**src/rtl/cpu_ctrl_pkg.sv**
```systemverilog
// rtl/cpu_ctrl_pkg.sv - shared encodings for the CPU run controller
package cpu_ctrl_pkg;

    typedef enum logic [1:0] {
        ST_IDLE   = 2'd0,
        ST_RUN    = 2'd1,
        ST_STEP   = 2'd2,
        ST_HALTED = 2'd3
    } run_state_t;

    typedef enum logic [2:0] {
        HC_NONE       = 3'd0,
        HC_SENTINEL   = 3'd1,
        HC_BREAKPOINT = 3'd2,
        HC_USER_STOP  = 3'd3,
        HC_WATCHDOG   = 3'd4,
        HC_STEP_DONE  = 3'd5
    } halt_cause_t;

    // ROM default-case word; marks end of program and is never executed
    localparam logic [31:0] HALT_INSTR_DEFAULT = 32'h7FFF_FFFF;

endpackage

```
**src/rtl/sat_counter.sv**
```systemverilog
// rtl/sat_counter.sv - saturating up-counter with synchronous clear
module sat_counter #(
    parameter int WIDTH = 32
) (
    input  logic             clk,
    input  logic             clr,
    input  logic             inc,
    output logic [WIDTH-1:0] count
);

    localparam logic [WIDTH-1:0] ONE = WIDTH'(1);

    always_ff @(posedge clk) begin
        if (clr) begin
            count <= '0;
        end else if (inc && (count != '1)) begin
            count <= count + ONE;
        end
    end

endmodule

```
**src/rtl/cpu_run_controller.sv**
```systemverilog
// rtl/cpu_run_controller.sv - run/step/halt sequencer for the single-cycle CPU
module cpu_run_controller
    import cpu_ctrl_pkg::*;
#(
    parameter logic [31:0] HALT_INSTR = HALT_INSTR_DEFAULT,
    parameter int          WDOG_LIMIT = 1024,
    parameter int          CNT_W      = 32
) (
    input  logic             clk,
    input  logic             rst,
    input  logic             start,
    input  logic             step,
    input  logic             stop,
    input  logic             restart,
    input  logic             bp_en,
    input  logic [31:0]      bp_addr,
    input  logic [31:0]      instr,
    input  logic [31:0]      current_pc,
    output logic             cpu_en,
    output logic             cpu_rst,
    output logic [1:0]       state,
    output logic [2:0]       halt_cause,
    output logic [CNT_W-1:0] cycle_count,
    output logic [CNT_W-1:0] retired_count
);

    localparam int              WD_W    = $clog2(WDOG_LIMIT + 1);
    localparam logic [WD_W-1:0] WD_LAST = WD_W'(WDOG_LIMIT - 1);
    localparam logic [WD_W-1:0] WD_ONE  = WD_W'(1);

    run_state_t      state_q, state_d;
    halt_cause_t     cause_q, cause_d;
    logic            bp_skip_q;
    logic            skip_set;
    logic [WD_W-1:0] wdog_q;
    logic [31:0]     prev_pc_q;

    logic sentinel_hit, bp_hit, active, pc_same, wdog_fire;

    assign sentinel_hit = (instr == HALT_INSTR);
    assign bp_hit       = bp_en && (current_pc == bp_addr) && !bp_skip_q;
    assign active       = (state_q == ST_RUN) || (state_q == ST_STEP);
    assign cpu_en       = active && !sentinel_hit && !bp_hit && !stop;
    assign pc_same      = (current_pc == prev_pc_q);
    assign wdog_fire    = cpu_en && (state_q == ST_RUN) && pc_same && (wdog_q == WD_LAST);

    always_comb begin
        state_d  = state_q;
        cause_d  = cause_q;
        skip_set = 1'b0;
        if (restart) begin
            state_d = ST_IDLE;
            cause_d = HC_NONE;
        end else begin
            case (state_q)
                ST_IDLE: begin
                    if (stop) begin
                        state_d = ST_HALTED;
                        cause_d = HC_USER_STOP;
                    end else if (step) begin
                        state_d = ST_STEP;
                    end else if (start) begin
                        state_d = ST_RUN;
                    end
                end
                ST_RUN, ST_STEP: begin
                    if (stop) begin
                        state_d = ST_HALTED;
                        cause_d = HC_USER_STOP;
                    end else if (sentinel_hit) begin
                        state_d = ST_HALTED;
                        cause_d = HC_SENTINEL;
                    end else if (bp_hit) begin
                        state_d  = ST_HALTED;
                        cause_d  = HC_BREAKPOINT;
                        skip_set = 1'b1;
                    end else if (state_q == ST_STEP) begin
                        state_d = ST_HALTED;
                        cause_d = HC_STEP_DONE;
                    end else if (wdog_fire) begin
                        state_d = ST_HALTED;
                        cause_d = HC_WATCHDOG;
                    end
                end
                ST_HALTED: begin
                    // a sentinel halt is terminal until restart
                    if ((cause_q != HC_SENTINEL) && !stop) begin
                        if (step) begin
                            state_d = ST_STEP;
                            cause_d = HC_NONE;
                        end else if (start) begin
                            state_d = ST_RUN;
                            cause_d = HC_NONE;
                        end
                    end
                end
                default: state_d = ST_IDLE;
            endcase
        end
    end

    always_ff @(posedge clk) begin
        if (rst) begin
            state_q   <= ST_IDLE;
            cause_q   <= HC_NONE;
            bp_skip_q <= 1'b0;
            wdog_q    <= '0;
            prev_pc_q <= '0;
            cpu_rst   <= 1'b1;
        end else begin
            state_q <= state_d;
            cause_q <= cause_d;
            cpu_rst <= restart;
            if (restart) begin
                bp_skip_q <= 1'b0;
                wdog_q    <= '0;
                prev_pc_q <= '0;
            end else begin
                if (skip_set) begin
                    bp_skip_q <= 1'b1;
                end else if (cpu_en) begin
                    bp_skip_q <= 1'b0;
                end
                if (cpu_en) begin
                    prev_pc_q <= current_pc;
                end
                // counts consecutive enabled RUN cycles parked on one PC
                if ((state_q != ST_RUN) || (cpu_en && !pc_same)) begin
                    wdog_q <= '0;
                end else if (cpu_en) begin
                    wdog_q <= wdog_q + WD_ONE;
                end
            end
        end
    end

    assign state      = state_q;
    assign halt_cause = cause_q;

    sat_counter #(.WIDTH(CNT_W)) u_cycle_cnt (
        .clk   (clk),
        .clr   (rst || restart),
        .inc   (active),
        .count (cycle_count)
    );

    sat_counter #(.WIDTH(CNT_W)) u_retired_cnt (
        .clk   (clk),
        .clr   (rst || restart),
        .inc   (cpu_en),
        .count (retired_count)
    );

endmodule
```
**config.mk**
```make
export PLATFORM = sky130hd
export DESIGN_NAME = cpu_run_controller
export DESIGN_NICKNAME = d
export VERILOG_FILES = /design/src/rtl/cpu_ctrl_pkg.sv /design/src/rtl/sat_counter.sv /design/src/rtl/cpu_run_controller.sv
export SDC_FILE = /design/constraint.sdc
export NUM_CORES = 1
export LEC_CHECK = 0
export ABC_CLOCK_PERIOD_IN_PS = 2500
export BUFFER_PORTS_ARGS = -buffer_cell sky130_fd_sc_hd__buf_2
export CAP_MARGIN = 20
export CORE_MARGIN = 2
export CORE_UTILIZATION = 49
export CTS_BUF_LIST = sky130_fd_sc_hd__clkbuf_2 sky130_fd_sc_hd__clkbuf_4 sky130_fd_sc_hd__clkbuf_8
export DETAILED_ROUTE_END_ITERATION = 16
export GPL_ROUTABILITY_DRIVEN = 0
export PLACE_DENSITY = 0.76
export SLEW_MARGIN = 20
export SYNTH_ARGS = -nofsm -noshare
export SYNTH_HDL_FRONTEND = slang
export SYNTH_SLANG_ARGS = --single-unit
```
**constraint.sdc**
```tcl
create_clock -name clk -period 2.5 [get_ports clk]
set_input_delay 0.125 -clock clk [delete_from_list [all_inputs] [get_ports clk]]
set_output_delay 0.125 -clock clk [all_outputs]
set_load 0.01 [all_outputs]
```
==> flow_metrics.env <==
export IMPL_pwr_density_cell_nw_per_um2=548
export IMPL_detail_route_antenna_nets=0
export IMPL_min_period_ps=2440
export IMPL_yosysSeqAreaShare=0.380
export IMPL_synthDistinctLibCells=53
export IMPL_n_antenna_cell=0
export IMPL_status="completed"
export IMPL_highest_layer="met4"
export IMPL_wirelength_mm=17.3
export IMPL_drv_cap=0
export IMPL_maxSlewViolCount=0
export IMPL_synth_edf_count=0
export IMPL_finalHoldViolCount=0
export IMPL_avgRoutedWirePerCell_um=15.4
export IMPL_clock_path_buffers=2
export IMPL_timing_fmax_mhz=410
export IMPL_crit_path_max_fanout=35
export IMPL_max_slew_margin=0.568
export IMPL_yosysTopAreaCell="dfxtp_1"
export IMPL_drtIter0Drc=510
export IMPL_p_leak_nw=2.96
export IMPL_worst_setup_path_type="input port to output pin"
export IMPL_final_seq_area_um2=2280
export IMPL_place_area_um2=7060
export IMPL_required_ps=2380
export IMPL_dr_pass1_iters=4
export IMPL_vias=6182
export IMPL_die_x_um=115
export IMPL_grt_max_degree=47
export IMPL_rows=40
export IMPL_cp_arrival_ps=2320
export IMPL_ioPinCount=174
export IMPL_start_kind="input port"
export IMPL_instances_no_fill=1122
export IMPL_grt_pass1_vias=5697
export IMPL_async_flop_share=0
export IMPL_grt_pass1_wl_mm=27.5
export IMPL_worstSetupEndpointType="output pin"
export IMPL_grt_overflow=0
export IMPL_root_buffer="clkbuf_8"
export IMPL_coreArea_um2=12000
export IMPL_skew_ps=13.2
export IMPL_max_vdd_ir_drop_mv=0.372
export IMPL_h_tree_depth=4
export IMPL_multi_input_area_um2=3650
export IMPL_rsz0062_at_grt="true"
export IMPL_yosysWarnings=0
export IMPL_path_clk_slew_ps=60
export IMPL_synthCells=746
export IMPL_clk_latency_ps=440
export IMPL_fin_crit_sh=0.977
export IMPL_final_net_count=1073
export IMPL_synth_top_cells_by_count="dfxtp_1 (114), nand2_1 (108), xnor2_1 (85)"
export IMPL_fin_hold_ws_ps=29.5
export IMPL_dp_hpwl_mm=11.8
export IMPL_area_growth_pct=32.8
export IMPL_start_util=0.500
export IMPL_synth_area_leaders="dfxtp_1 (38%), xnor2_1 (12%), nand2_1 (6.7%)"
export IMPL_postSynthAreaPerCell_um2=8.05
export IMPL_yosys_area_top_type_share=0.380
export IMPL_drt_drc_violations_left=0
export IMPL_synthFlopType="dfxtp_1"
export IMPL_met3_length_mm=1.13
export IMPL_hp_class="input port to flop"
export IMPL_cts_buffers=17
export IMPL_synth_most_common_cell="dfxtp_1"
export IMPL_tightest_slew_ps=642
export IMPL_fill_cells=1000
export IMPL_setup_viol=0
export IMPL_fin_area_um2=7980
export IMPL_cts_tree="yes"
export IMPL_dieArea_um2=13200
export IMPL_ys_seq_elements=114
export IMPL_grt_antenna_before_repair=0
export IMPL_die_y_um=115
export IMPL_drive_gt1_frac=0.257
export IMPL_drt_met1_wl_mm=7.53
export IMPL_viasPerCell=5.51
export IMPL_port_buffers=173
export IMPL_synth_fp_nets=857
export IMPL_syn_area_um2=6010
export IMPL_met2_length_mm=8.13
export IMPL_grt_usage=0.262
export IMPL_cts_sinks=114
export IMPL_placed_cells=1055
[where the power goes]
| group | internal, mW | switching [mW] |
|---|---|---|
| sequential | 1.84 | 0.0164 |
| combinational | 0.251 | 0.309 |
| clock | 1.23 | 0.735 |
[sequential cells by signal (all words and copies together) (netlist names)]
| signal | cells |
|---|---|
| bp_skip_q | 1 |
| state | 2 |
| u_retired_cnt.count | 32 |
| u_cycle_cnt.count | 32 |
| prev_pc_q | 32 |
| halt_cause | 3 |
| wdog_q | 11 |
| cpu_rst | 1 |
[final cells by class]
cell class	instances	share of cell area
well taps	147	0.0231
multi-input cells	587	0.458
flip-flops and latches	114	0.286
clock buffers	23	0.0389
clock inverters	9	0.0188
repair buffers	222	0.165
inverters	20	0.0104
[worst paths after layout]
kind                                                  from                         end  slack [ps]  cells past startpoint
worst min register to register  prev_pc_q[25]$_SDFFE_PP0P_  prev_pc_q[25]$_SDFFE_PP0P_         470                      2
worst min-delay path                        current_pc[12]  prev_pc_q[12]$_SDFFE_PP0P_          30                      3
worst max register to register  prev_pc_q[22]$_SDFFE_PP0P_  halt_cause[2]$_SDFFE_PP0P_         150                      7
worst max-delay path                         current_pc[5]                      cpu_en          60                      9
[cell families after synthesis]
logic type	synth area share
multiplexers	0.00666
flip-flops	0.380
adder cells (fa/ha/maj)	0.0167
XOR/XNOR	0.159
AO/OA/AOI/OAI	0.0991
buffers and inverters	0.0296
AND/OR/NAND/NOR	0.309
[per-stage QoR]
stage	power [mW]	TNS [ps]	util	setup slack [ps]
finish	4.37	0	0.664	58.5
global route	4.55	-20.4	0.664	-16.1
CTS	4.37	0	0.654	10.9
detailed placement	2.37	0	0.588	103
global placement	2.36	0	0.588	194
floorplan	2.16	0	-	139
[what timing repair did]
action / in CTS / in global routing
endpoints found under the hold margin: 32 / 0
hold buffers: 33 / 0
pin swaps: 0 / 3
setup endpoints to repair: 1 / 21
buffers inserted: 0 / 2
resized for setup: 4 / 16
[layer usage]
metal / track usage / up-vias
met5: 0 / -
met3: 0.0807 / 54
li1: - / 3050
met1: 0.335 / 2845
met4: 0.110 / 0
met2: 0.414 / 233
[critical path, cell delays in order]
cell           delay (ps)
dlygate4sd3_1         530
buf_2                 160
xnor2_1               280
nand4_1               170
nor4_2                320
nand4b_1              240
nand2_2               220
inv_8                 120
buf_2                 160
[cell usage in the layout (no fill, tap or decap), types with 9 or more instances in the layout]
cell           Yosys  layout
buf_2              7     173
dfxtp_1          114     114
nand2_1          108     107
xnor2_1           85      76
nor2_1            64      64
a21oi_1           64      64
nand4_1           51      51
nand3_1           42      42
dlygate4sd3_1      0      33
xor2_1            24      24
clkbuf_8           0      22
nor3_1            20      20
inv_1             18      18
or3_1             18      18
o21ai_0           17      17
buf_4              0      16
and3_1            13      13
xnor2_2            0       9
(Power assumes the default switching activity.)
